$ cat config.mk
export PLATFORM = sky130hd
export DESIGN_NAME = aoi_exp_stream
export DESIGN_NICKNAME = d
export VERILOG_FILES = /design/src/rtl/aoi_exp_stream.sv
export SDC_FILE = /design/constraint.sdc
export NUM_CORES = 1
export LEC_CHECK = 0
export BUFFER_PORTS_ARGS = -buffer_cell sky130_fd_sc_hd__clkbuf_2
export CAP_MARGIN = 20
export CORE_AREA = 2 2 62 64
export CTS_BUF_LIST = sky130_fd_sc_hd__clkbuf_16
export DETAILED_ROUTE_END_ITERATION = 6
export DIE_AREA = 0 0 64 66
export GPL_TIMING_DRIVEN = 0
export PLACE_DENSITY_LB_ADDON = 0.08
export SKIP_CTS_REPAIR_TIMING = 1
export SYNTH_ARGS = -nofsm -noshare
export SYNTH_HDL_FRONTEND = slang
export SYNTH_SLANG_ARGS = --single-unit
$ cat constraint.sdc
create_clock -name clk_i -period 2.3 [get_ports clk_i]
set_input_delay 0 -clock clk_i [delete_from_list [all_inputs] [get_ports clk_i]]
set_output_delay 0 -clock clk_i [all_outputs]
set_load 0.01 [all_outputs]
$ cat src/rtl/aoi_exp_stream.sv
// Streaming AND-OR-INVERT with expander. Each accepted beat contributes Groups AND-terms of
// TermW inputs plus one expander pair; results are ORed across a frame of up to MaxBeats
// beats and presented, registered, on frame close until the consumer takes them.
module aoi_exp_stream #(
    parameter int unsigned Groups   = 4,
    parameter int unsigned TermW    = 2,
    parameter int unsigned MaxBeats = 4,
    localparam int unsigned CntW    = $clog2(MaxBeats + 1)
) (
    input  logic                    clk_i,
    input  logic                    rst_i,
    input  logic                    in_valid_i,
    output logic                    in_ready_o,
    input  logic [Groups*TermW-1:0] in_data_i,
    input  logic                    in_x_i,
    input  logic                    in_xbar_i,
    input  logic                    in_last_i,
    input  logic                    mode_i,
    output logic                    out_valid_o,
    input  logic                    out_ready_i,
    output logic                    y_o,
    output logic [Groups-1:0]       y_terms_o,
    output logic [CntW-1:0]         beat_cnt_o,
    output logic                    err_o
);

    typedef enum logic [1:0] {StIdle, StAccum, StHold} state_e;

    state_e            state_q, state_d;
    logic              acc_q;
    logic [Groups-1:0] hits_q;
    logic [CntW-1:0]   cnt_q;
    logic              mode_q;
    logic              y_q;
    logic [Groups-1:0] terms_q;
    logic [CntW-1:0]   bcnt_q;
    logic              err_q;

    logic              ready;
    logic              accept;
    logic              first;
    logic              close;
    logic [Groups-1:0] terms;
    logic              beat_or;
    logic              acc_new;
    logic [Groups-1:0] hits_new;
    logic [CntW-1:0]   cnt_new;
    logic              mode_new;

    // Per-beat term evaluation and the frame accumulator's next values.
    always_comb begin
        terms = '0;
        for (int g = 0; g < int'(Groups); g++) begin
            terms[g] = &in_data_i[g*TermW +: TermW];
        end
        beat_or  = (|terms) | in_x_i | ~in_xbar_i;
        ready    = (state_q != StHold);
        accept   = in_valid_i & ready;
        first    = (state_q == StIdle);
        // The first beat of a frame starts from a clean accumulator.
        acc_new  = (first ? 1'b0 : acc_q) | beat_or;
        hits_new = (first ? '0 : hits_q) | terms;
        cnt_new  = (first ? '0 : cnt_q) + 1'b1;
        mode_new = first ? mode_i : mode_q;
        close    = accept & (in_last_i | (cnt_new == CntW'(MaxBeats)));
    end

    // State register.
    always_ff @(posedge clk_i) begin
        if (rst_i) begin
            state_q <= StIdle;
        end else begin
            state_q <= state_d;
        end
    end

    // Next-state logic.
    always_comb begin
        state_d = state_q;
        unique case (state_q)
            StIdle:  if (accept) state_d = close ? StHold : StAccum;
            StAccum: if (close) state_d = StHold;
            StHold:  if (out_ready_i) state_d = StIdle;
            default: state_d = StIdle;
        endcase
    end

    // Frame accumulator and registered result.
    always_ff @(posedge clk_i) begin
        if (rst_i) begin
            acc_q   <= 1'b0;
            hits_q  <= '0;
            cnt_q   <= '0;
            mode_q  <= 1'b0;
            y_q     <= 1'b0;
            terms_q <= '0;
            bcnt_q  <= '0;
            err_q   <= 1'b0;
        end else if (accept) begin
            acc_q  <= acc_new;
            hits_q <= hits_new;
            cnt_q  <= cnt_new;
            mode_q <= mode_new;
            if (close) begin
                y_q     <= mode_new ? acc_new : ~acc_new;
                terms_q <= hits_new;
                bcnt_q  <= cnt_new;
                err_q   <= ~in_last_i;
            end
        end else if ((state_q == StHold) && out_ready_i) begin
            acc_q   <= 1'b0;
            hits_q  <= '0;
            cnt_q   <= '0;
            mode_q  <= 1'b0;
            y_q     <= 1'b0;
            terms_q <= '0;
            bcnt_q  <= '0;
            err_q   <= 1'b0;
        end
    end

    // Outputs: result fields are forced to zero whenever no result is presented.
    always_comb begin
        in_ready_o  = ready;
        out_valid_o = (state_q == StHold);
        y_o         = out_valid_o ? y_q : 1'b0;
        y_terms_o   = out_valid_o ? terms_q : '0;
        beat_cnt_o  = out_valid_o ? bcnt_q : '0;
        err_o       = out_valid_o ? err_q : 1'b0;
    end

endmodule

Word level (Yosys, flattened, before mapping). Cells that the tools add are included.

Add/sub/neg operators: 1. Equal/unequal tests: 8. Multiplexer cells: 29. Bitwise logic cells: 10. Reductions and logical operators: 10.

Operators by type and width (number): 2-to-1 mux 4 bit (6); 2-to-1 mux 3 bit (6); 2-to-1 mux 1 bit (12); AND reduction 2 bit (5); 2-to-1 mux 2 bit (4); != test 2 x 1 -> 1 bit (second input constant) (3); case mux 2 bit (3 select lines) (1); != test 2 bit (second input constant) (2); bitwise OR 1 bit (4); bitwise OR 4 bit (1); OR reduction 4 bit (1); adder 3 x 1 -> 3 bit (second input constant) (1); == test 3 bit (second input constant) (1); inverter 1 bit (3); AND reduction 3 bit (1); bitwise AND 1 bit (2); == test 2 x 1 -> 1 bit (second input constant) (1); == test 2 bit (second input constant) (1); zero test 2 bit (1); nonzero test 2 bit (1); logical AND 1 bit (1).

Register bits after elaboration: 20. Input bits: 16. Output and inout bits: 11. Word-level logic and storage cells: 67.

Longest topological paths before layout. Gate-level depths: netlist of the first run.

Word-level depth: 9. Mapped depth: 10. Depth with buffers taken out: 8.

Worst setup path before layout of the first run. No wires, ideal clock.

Kind: register to register. From: reg state_q[0]. To: reg y_q. Library setup time: 59 ps. Arrival time: 2063 ps. Data required time: 2241 ps. Path slack: 179 ps. Stages on the path, launching flop included: 11. Buffers on the path: 2. Clock period less this slack: 2121 ps. Cell sequence: dfxtp_1 -> buf_2 -> o21ai_0 -> inv_1 -> ha_1 -> ha_1 -> or2_1 -> clkbuf_1 -> a311o_1 -> o32ai_1 -> a31o_1.

Cells in the longest elaborated chain, start to end: 8. Elaborated cells between the ends (all ways): 20. Classes of those cells: 1 x add/sub; 4 x eq/ne; 6 x mux; 5 x bitwise; 4 x reduce/logical.

Ends and longest elaborated chain: start: declaration (line 29) `state_e state_q, state_d;`; start signal: assignment (line 71) `state_q <= StIdle;`; start signal: assignment (line 73) `state_q <= state_d;`; zero test 2 bit (line 59) `first = (state_q == StIdle);`; 2-to-1 mux 3 bit (line 63) `cnt_new = (first ? '0 : cnt_q) + 1'b1;`; adder 3 x 1 -> 3 bit (line 63); == test 3 bit (line 65) `close = accept & (in_last_i | (cnt_new == CntW'(MaxBeats)));`; bitwise OR 1 bit (line 65); bitwise AND 1 bit (line 65); != test 2 x 1 -> 1 bit (no source line); AND reduction 2 bit (no source line); end signal: assignment (line 105) `y_q <= mode_new ? acc_new : ~acc_new;`; end: declaration (line 34) `logic y_q;`.

Parallel ways exist; a longest one is shown, timed or not. The select of a mux whose other input is x is not followed. A chain may end at the register's enable or synchronous reset.

Worst setup path after layout of the first run.
From: reg state_q[1]. To: reg y_q.

The elaborated chain is that of the path after synthesis.

==> impl_metrics.csv, run 1 <==
group,metric,value,unit
sta,final.setup_skew,0.00373,ns
global_routing,antenna_found_initial,0,
min_path,min-delay-path-class,"in2reg",
layout,finish.net_count,172,
logic_synthesis,number_of_warnings_reported_in_the_yosys_synthesis_log,0,
floorplanning,die_w,64,um
sta,setup_repair_after_global_routing_missed_its_margin,"false",
critical_path,worst_path_max_delay_cell,"sky130_fd_sc_hd__or4_1",
floorplanning,floorplan.die_area,0.00422,sq mm
detailed_routing,route.detailed.wl_per_inst,13.5,um
detailed_routing,route.detailed.drc,0,
critical_path,critical_path.most_common_cell,"sky130_fd_sc_hd__ha_1",
place,routabilityCongestion,0.727,
layout,diodes,0,
critical_path,critPathTopFamily,"simple AND/OR/NAND/NOR gates",
global_routing,grt_pass1_vias,916,
logic_synthesis,netlist_instances,123,
critical_path,worst_setup_path_end_kind,"flop",
global_routing,grt_max_degree,12,
logic_synthesis,synthesis.nets,141,
place,buffers_on_ports,25,
sta,report.final.slew_viol_count,0,
sta,fin_crit,2.12,ns
sta,setup_slack,0.178,ns
clock_tree,cts_made_buffers,3,
place,dp_hpwl,1990,um
layout,layout_common_cells,"sky130_fd_sc_hd__clkbuf_2 (25), sky130_fd_sc_hd__dfxtp_1 (20), sky130_fd_sc_hd__nor2_1 (16)",
floorplanning,pin_count,27,
clock_tree,clock_tree.buffer_depth,2,
global_routing,grt_most_used_layer,"met2",
critical_path,cp_data_required_time,2.50,ns
critical_path,critical_path_arrival,2.32,ns
clock_tree,path_clk_slew,0.06,ns
pwr,ir_drop,0.308,mV
floorplanning,num_rows,22,
layout,post_route_cells_drive_above_1_share,26.1,%
global_routing,grt_overflow,0,
detailed_routing,drt-initial-drc-count,35,
floorplanning,coreArea,0.00355,sq mm
place,place_worst_setup_slack,-0.0379,ns
clock_tree,cts.sinks,20,
clock_tree,tritoncts,"done",
layout,final_core_util,36.6,%
global_routing,use_met2,21.4,%
layout,syn_to_final_growth,29.7,%
floorplanning,die_h,66,um
pwr,leakage,0.555,nW
global_routing,grt_use_met1,18.6,%
global_routing,met3_usage,2.21,%
sta,max_freq,0.471,GHz
floorplanning,start_util,28.3,%
sta,number_of_hold_violations_in_the_final_report,0,
sta,slew_headroom,56.7,%
critical_path,cp-start-kind,"flop",
pwr,cellPowerDensity,655,mW/mm^2
run_status,outcome,"finished clean",
critical_path,slowest_delay,0.42,ns
logic_synthesis,ys_seq_area_share,39.9,%
sta,finalSetupViolations,0,
logic_synthesis,syn_area,0.00100,sq mm
detailed_routing,viasPerCell,5.01,
critical_path,worstPathBufferInverterCount,1,
detailed_routing,first_pass_iters,4,
detailed_routing,antenna_violating_nets_post_route,0,
clock_tree,cts_max_level,1,
detailed_routing,routed-via-count,1008,
critical_path,timing.reg2reg.setup_slack,0.18,ns
critical_path,worstSetupPathType,"reg2reg",
run,max_cap_viol_count,0,
layout,layout.cells.most_common,"sky130_fd_sc_hd__clkbuf_2",
global_routing,track_usage,13.8,%
sta,holdWs,0.0310,ns
global_routing,grt_pass1_wl,4440,um
logic_synthesis,synthDistinctLibCells,34,
logic_synthesis,syn-mean-instance-area,8.16,sq um
sta,worst_pin_slew,0.633,ns
sta,fin_crit_sh,92.3,%
detailed_routing,routed_wirelength,2710,um
critical_path,path_max_fanout,10,
clock_tree,clkLatencyLatePin,0.25,ns
critical_path,crit_path_cell_trace,"buf_2 -> nor2_2 -> nor2b_1 -> ha_1 -> ha_1 -> nor2_1 -> or4_1 -> o32ai_1 -> a31o_1",
clock_tree,clk_root_buffer_cell,"sky130_fd_sc_hd__clkbuf_16",
logic_synthesis,synth_seq_cells,20,
[state kept, by name, indices dropped and copies added (netlist names)]
signal / count
mode_q: 1
acc_q: 1
hits_q: 4
terms_q: 4
state_q: 2
y_q: 1
err_q: 1
bcnt_q: 3
cnt_q: 3
[report_power, final]
part	leakage [nW]	total, W	internal, W	switching, W
Combinational	0.354	0.000122	0.0000489	0.0000735
Clock	0.0385	0.000362	0.000232	0.000130
Sequential	0.163	0.000369	0.000362	0.00000673
[layer usage]
layer / part of all wire [%] / vias to the layer above
met2: 44 / 27
met3: 5.3 / 4
met5: 0 / -
li1: - / 503
met4: 1.5 / 0
met1: 49 / 474
[area by class of cell]
| class | instances | area [sq um] |
|---|---|---|
| Sequential cell | 20 | 400 |
| Buffer | 7 | 37.5 |
| Multi-Input combinational cell | 91 | 562 |
| Fill cell | 383 | 2250 |
| Timing Repair Buffer | 27 | 145 |
| Clock buffer | 3 | 75.1 |
| Tap cell | 48 | 60.1 |
| Clock inverter | 1 | 3.75 |
| Inverter | 4 | 17.5 |
[per-stage QoR]
step	std cells	power [W]	area (sq um)	setup TNS, ns
4_1_cts	200	0.000855	1270	-0.367
2_1_floorplan	123	0.000451	1000	0
3_3_place_gp	196	0.000491	1190	-0.206
3_5_place_dp	196	0.000491	1190	-0.228
5_1_grt	201	0.000900	1300	0
6_report	201	0.000853	1300	0
[tightest hold or removal path, delay by kind of cell]
kind                   cells  cell delay, ns
buffers and inverters      1            0.09
AOI/OAI and AO/OA          1            0.12
and+or+nand+nor            1            0.03
[synth_stat cells]
cell                        instances  area share, %
sky130_fd_sc_hd__dfxtp_1           20             40
sky130_fd_sc_hd__nor2_1            17            6.4
sky130_fd_sc_hd__nand2_1           14            5.2
sky130_fd_sc_hd__a21oi_1            9            4.5
sky130_fd_sc_hd__and2_1             8            5.0
sky130_fd_sc_hd__o21ai_0            7            3.5
sky130_fd_sc_hd__a2111oi_0          5            4.4
sky130_fd_sc_hd__a22oi_1            5            3.7
sky130_fd_sc_hd__clkbuf_1           4            1.5
sky130_fd_sc_hd__a2bb2oi_1          3            2.6
sky130_fd_sc_hd__buf_2              3            1.5
sky130_fd_sc_hd__nand4_1            3            1.9
sky130_fd_sc_hd__ha_1               2            2.5
sky130_fd_sc_hd__inv_1              2           0.75
sky130_fd_sc_hd__nor2b_1            2            1.2
sky130_fd_sc_hd__a21oi_2            1           0.87
sky130_fd_sc_hd__a222oi_1           1            1.0
sky130_fd_sc_hd__a311o_1            1            1.0
sky130_fd_sc_hd__a31o_1             1           0.87
sky130_fd_sc_hd__a31oi_2            1            1.2
sky130_fd_sc_hd__and3b_1            1           0.87
sky130_fd_sc_hd__and4_1             1           0.87
sky130_fd_sc_hd__buf_6              1            1.1
sky130_fd_sc_hd__inv_2              1           0.37
sky130_fd_sc_hd__inv_4              1           0.62
sky130_fd_sc_hd__mux2i_1            1            1.0
sky130_fd_sc_hd__nand2b_1           1           0.62
sky130_fd_sc_hd__nor2_2             1           0.62
sky130_fd_sc_hd__nor3_1             1           0.50
sky130_fd_sc_hd__nor4_1             1           0.62
sky130_fd_sc_hd__o32a_1             1            1.0
sky130_fd_sc_hd__o32ai_1            1           0.87
sky130_fd_sc_hd__or2_1              1           0.62
sky130_fd_sc_hd__or4_1              1           0.75
[final timing paths]
kind / startpoint / end / cells after the start
setup / recovery: state_q[1] / y_q / 9
hold / removal: out_ready_i / state_q[1] / 3
setup reg to reg: state_q[1] / y_q / 9
hold reg to reg: bcnt_q[0] / bcnt_q[0] / 2
[logic make-up after synthesis]
group | Yosys count | share of synthesized area (%)
AOI/OAI and AO/OA | 36 | 25.6
DFF | 20 | 39.9
and+or+nand+nor | 52 | 25.2
buffers and inverters | 12 | 5.86
adders and majority gates | 2 | 2.49
muxes | 1 | 0.998
No activity file was read; power rests on OpenSTA's default activity.
==> run 2, diff against run 1 <==
==> constraint.sdc (replaced) <==
create_clock -name clk_i -period 2.3 [get_ports clk_i]
set_input_delay 0.46 -clock clk_i [delete_from_list [all_inputs] [get_ports clk_i]]
set_output_delay 0.46 -clock clk_i [all_outputs]
set_load 0.01 [all_outputs]
==> run 2 against run 1 <==
- clock skew did not move
- flip-flop and latch count did not move
- clock-buffer cell count did not move
- sequential power barely moved
- global-route usage did not move
- final area fell by 1.5%
- sequential share of layout area rose by 0.48 points
- first-iteration DRC count rose by 11%
- via count fell by 0.79%
- setup slack barely moved
- maximum frequency did not move
- largest cell class unchanged
- highest routed layer unchanged
==> impl_metrics.csv, run 2 (synthesized netlist as in run 1, its figures left out) <==
group,metric,value,unit
pwr,switching_share,24.7,%
pwr,power.clock.fraction,42.5,%
critical_path,cp_data_required_time,2.50,ns
detailed_routing,drt-initial-drc-count,39,
layout,layout.cells.most_common,"sky130_fd_sc_hd__clkbuf_2",
clock_tree,clkLatencyLatePin,0.25,ns
clock_tree,clock_tree.buffer_depth,2,
detailed_routing,route.detailed.drc,0,
global_routing,grt_overflow,0,
detailed_routing,routed-via-count,1000,
layout,finish.net_count,170,
clock_tree,cts_made_buffers,3,
sta,setup_slack,0.178,ns
floorplanning,die_w,64,um
sta,finalSetupViolations,0,
sta,fin_crit_sh,92.3,%
pwr,ir_drop,0.308,mV
sta,setup_repair_after_global_routing_missed_its_margin,"false",
sta,max_freq,0.471,GHz
sta,final.setup_skew,0.00373,ns
pwr,leakage,0.547,nW
sta,report.final.slew_viol_count,0,
critical_path,critPathTopFamily,"simple AND/OR/NAND/NOR gates",
critical_path,worst_setup_path_end_kind,"flop",
run_status,outcome,"finished clean",
pwr,p_seq_share,43.4,%
pwr,total_switching_power,0.000210,W
clock_tree,tritoncts,"done",
global_routing,antenna_found_initial,0,
layout,diodes,0,
detailed_routing,viasPerCell,5.03,
floorplanning,floorplan.die_area,0.00422,sq mm
pwr,cellPowerDensity,663,mW/mm^2
critical_path,worstPathBufferInverterCount,1,
critical_path,critical_path_arrival,2.32,ns
floorplanning,num_rows,22,
clock_tree,clk_root_buffer_cell,"sky130_fd_sc_hd__clkbuf_16",
layout,post_route_cells_drive_above_1_share,26.5,%
global_routing,track_usage,13.8,%
place,routabilityCongestion,0.727,
floorplanning,pin_count,27,
floorplanning,die_h,66,um
clock_tree,path_clk_slew,0.06,ns
critical_path,worstSetupPathType,"reg2reg",
clock_tree,cts_max_level,1,
global_routing,grt_pass1_wl,4440,um
global_routing,grt_pass1_vias,916,
pwr,finalPower,0.000850,W
place,dp_hpwl,1990,um
floorplanning,start_util,28.3,%
layout,syn_to_final_growth,27.7,%
critical_path,critical_path.most_common_cell,"sky130_fd_sc_hd__ha_1",
run,max_cap_viol_count,0,
critical_path,slowest_delay,0.42,ns
sta,slew_headroom,56.7,%
critical_path,path_max_fanout,10,
pwr,power.share.combinational,14.1,%
clock_tree,cts.sinks,20,
layout,non_filler_cell_area_final,0.00128,sq mm
sta,number_of_hold_violations_in_the_final_report,0,
place,buffers_on_ports,25,
detailed_routing,route.detailed.wl_per_inst,13.6,um
critical_path,worst_path_max_delay_cell,"sky130_fd_sc_hd__or4_1",
critical_path,crit_path_cell_trace,"buf_2 -> nor2_2 -> nor2b_1 -> ha_1 -> ha_1 -> nor2_1 -> or4_1 -> o32ai_1 -> a31o_1",
place,dpl-instance-area,0.00119,sq mm
layout,largest_registers,"hits_q (4), terms_q (4)",
detailed_routing,routed_wirelength,2700,um
place,place_worst_setup_slack,-0.0379,ns
detailed_routing,antenna_violating_nets_post_route,0,
critical_path,cp-start-kind,"flop",
min_path,min-delay-path-class,"in2reg",
sta,worst_pin_slew,0.633,ns
sta,fin_crit,2.12,ns
layout,layout_common_cells,"sky130_fd_sc_hd__clkbuf_2 (25), sky130_fd_sc_hd__dfxtp_1 (20), sky130_fd_sc_hd__nor2_1 (16)",
global_routing,grt_max_degree,12,
floorplanning,coreArea,0.00355,sq mm
pwr,p_int,0.000640,W
detailed_routing,first_pass_iters,4,
run 2: cell types whose count changed in the layout (fill, tap and decap cells not counted), sizes merged:
cell         change
dlygate4sd3      -2
run 2: routing by layer:
layer	track usage [%]	vias up	part of all wire, %
li1	-	499	-
met1	18.6	470	50
met2	21.4	27	44
met3	2.21	4	4.7
met4	6.52	0	1.5
met5	0	-	0
run 2: worst register-to-register path, stage by stage (launching register included):
cell	delay (ns)
sky130_fd_sc_hd__dfxtp_1	0.34
sky130_fd_sc_hd__buf_2	0.25
sky130_fd_sc_hd__nor2_2	0.07
sky130_fd_sc_hd__nor2b_1	0.13
sky130_fd_sc_hd__ha_1	0.16
sky130_fd_sc_hd__ha_1	0.19
sky130_fd_sc_hd__nor2_1	0.13
sky130_fd_sc_hd__or4_1	0.42
sky130_fd_sc_hd__o32ai_1	0.25
sky130_fd_sc_hd__a31o_1	0.13
run 2: layout make-up:
cell class / instances / area, sq um
Clock buffer: 3 / 75.1
Tap cell: 48 / 60.1
Clock inverter: 1 / 3.75
Buffer: 7 / 37.5
Multi-Input combinational cell: 91 / 562
Fill cell: 381 / 2270
Sequential cell: 20 / 400
Timing Repair Buffer: 25 / 125
Inverter: 4 / 17.5
run 2: power groups by stage:
stage	sequential, W	clock, W	combinational (W)
after floorplan	0.000374	0	0.0000764
after detailed placement	0.000376	0	0.000115
after CTS	0.000368	0.000371	0.000116
after global placement	0.000376	0	0.000115
final	0.000369	0.000362	0.000120
after global routing	0.000371	0.000393	0.000133
run 2: worst paths after layout:
kind / from / endpoint / slack, ns / cells after the start
max reg2reg: state_q[1] / y_q / 0.18 / 9
min: rst_i / state_q[0] / 0.43 / 2
max: state_q[1] / y_q / 0.18 / 9
min reg2reg: bcnt_q[0] / bcnt_q[0] / 0.44 / 2
run 2: through the flow:
| stage | instances | TNS [ns] | hold slack (ns) | util, % |
|---|---|---|---|---|
| detailed placement | 196 | -0.228 | 0.441 | 33.5 |
| floorplan | 123 | 0 | 0.427 | - |
| global route | 199 | 0 | 0.429 | 36.1 |
| finish | 199 | 0 | 0.427 | 36.1 |
| global placement | 196 | -0.206 | 0.437 | 33.5 |
| CTS | 200 | -0.367 | 0.425 | 35.7 |
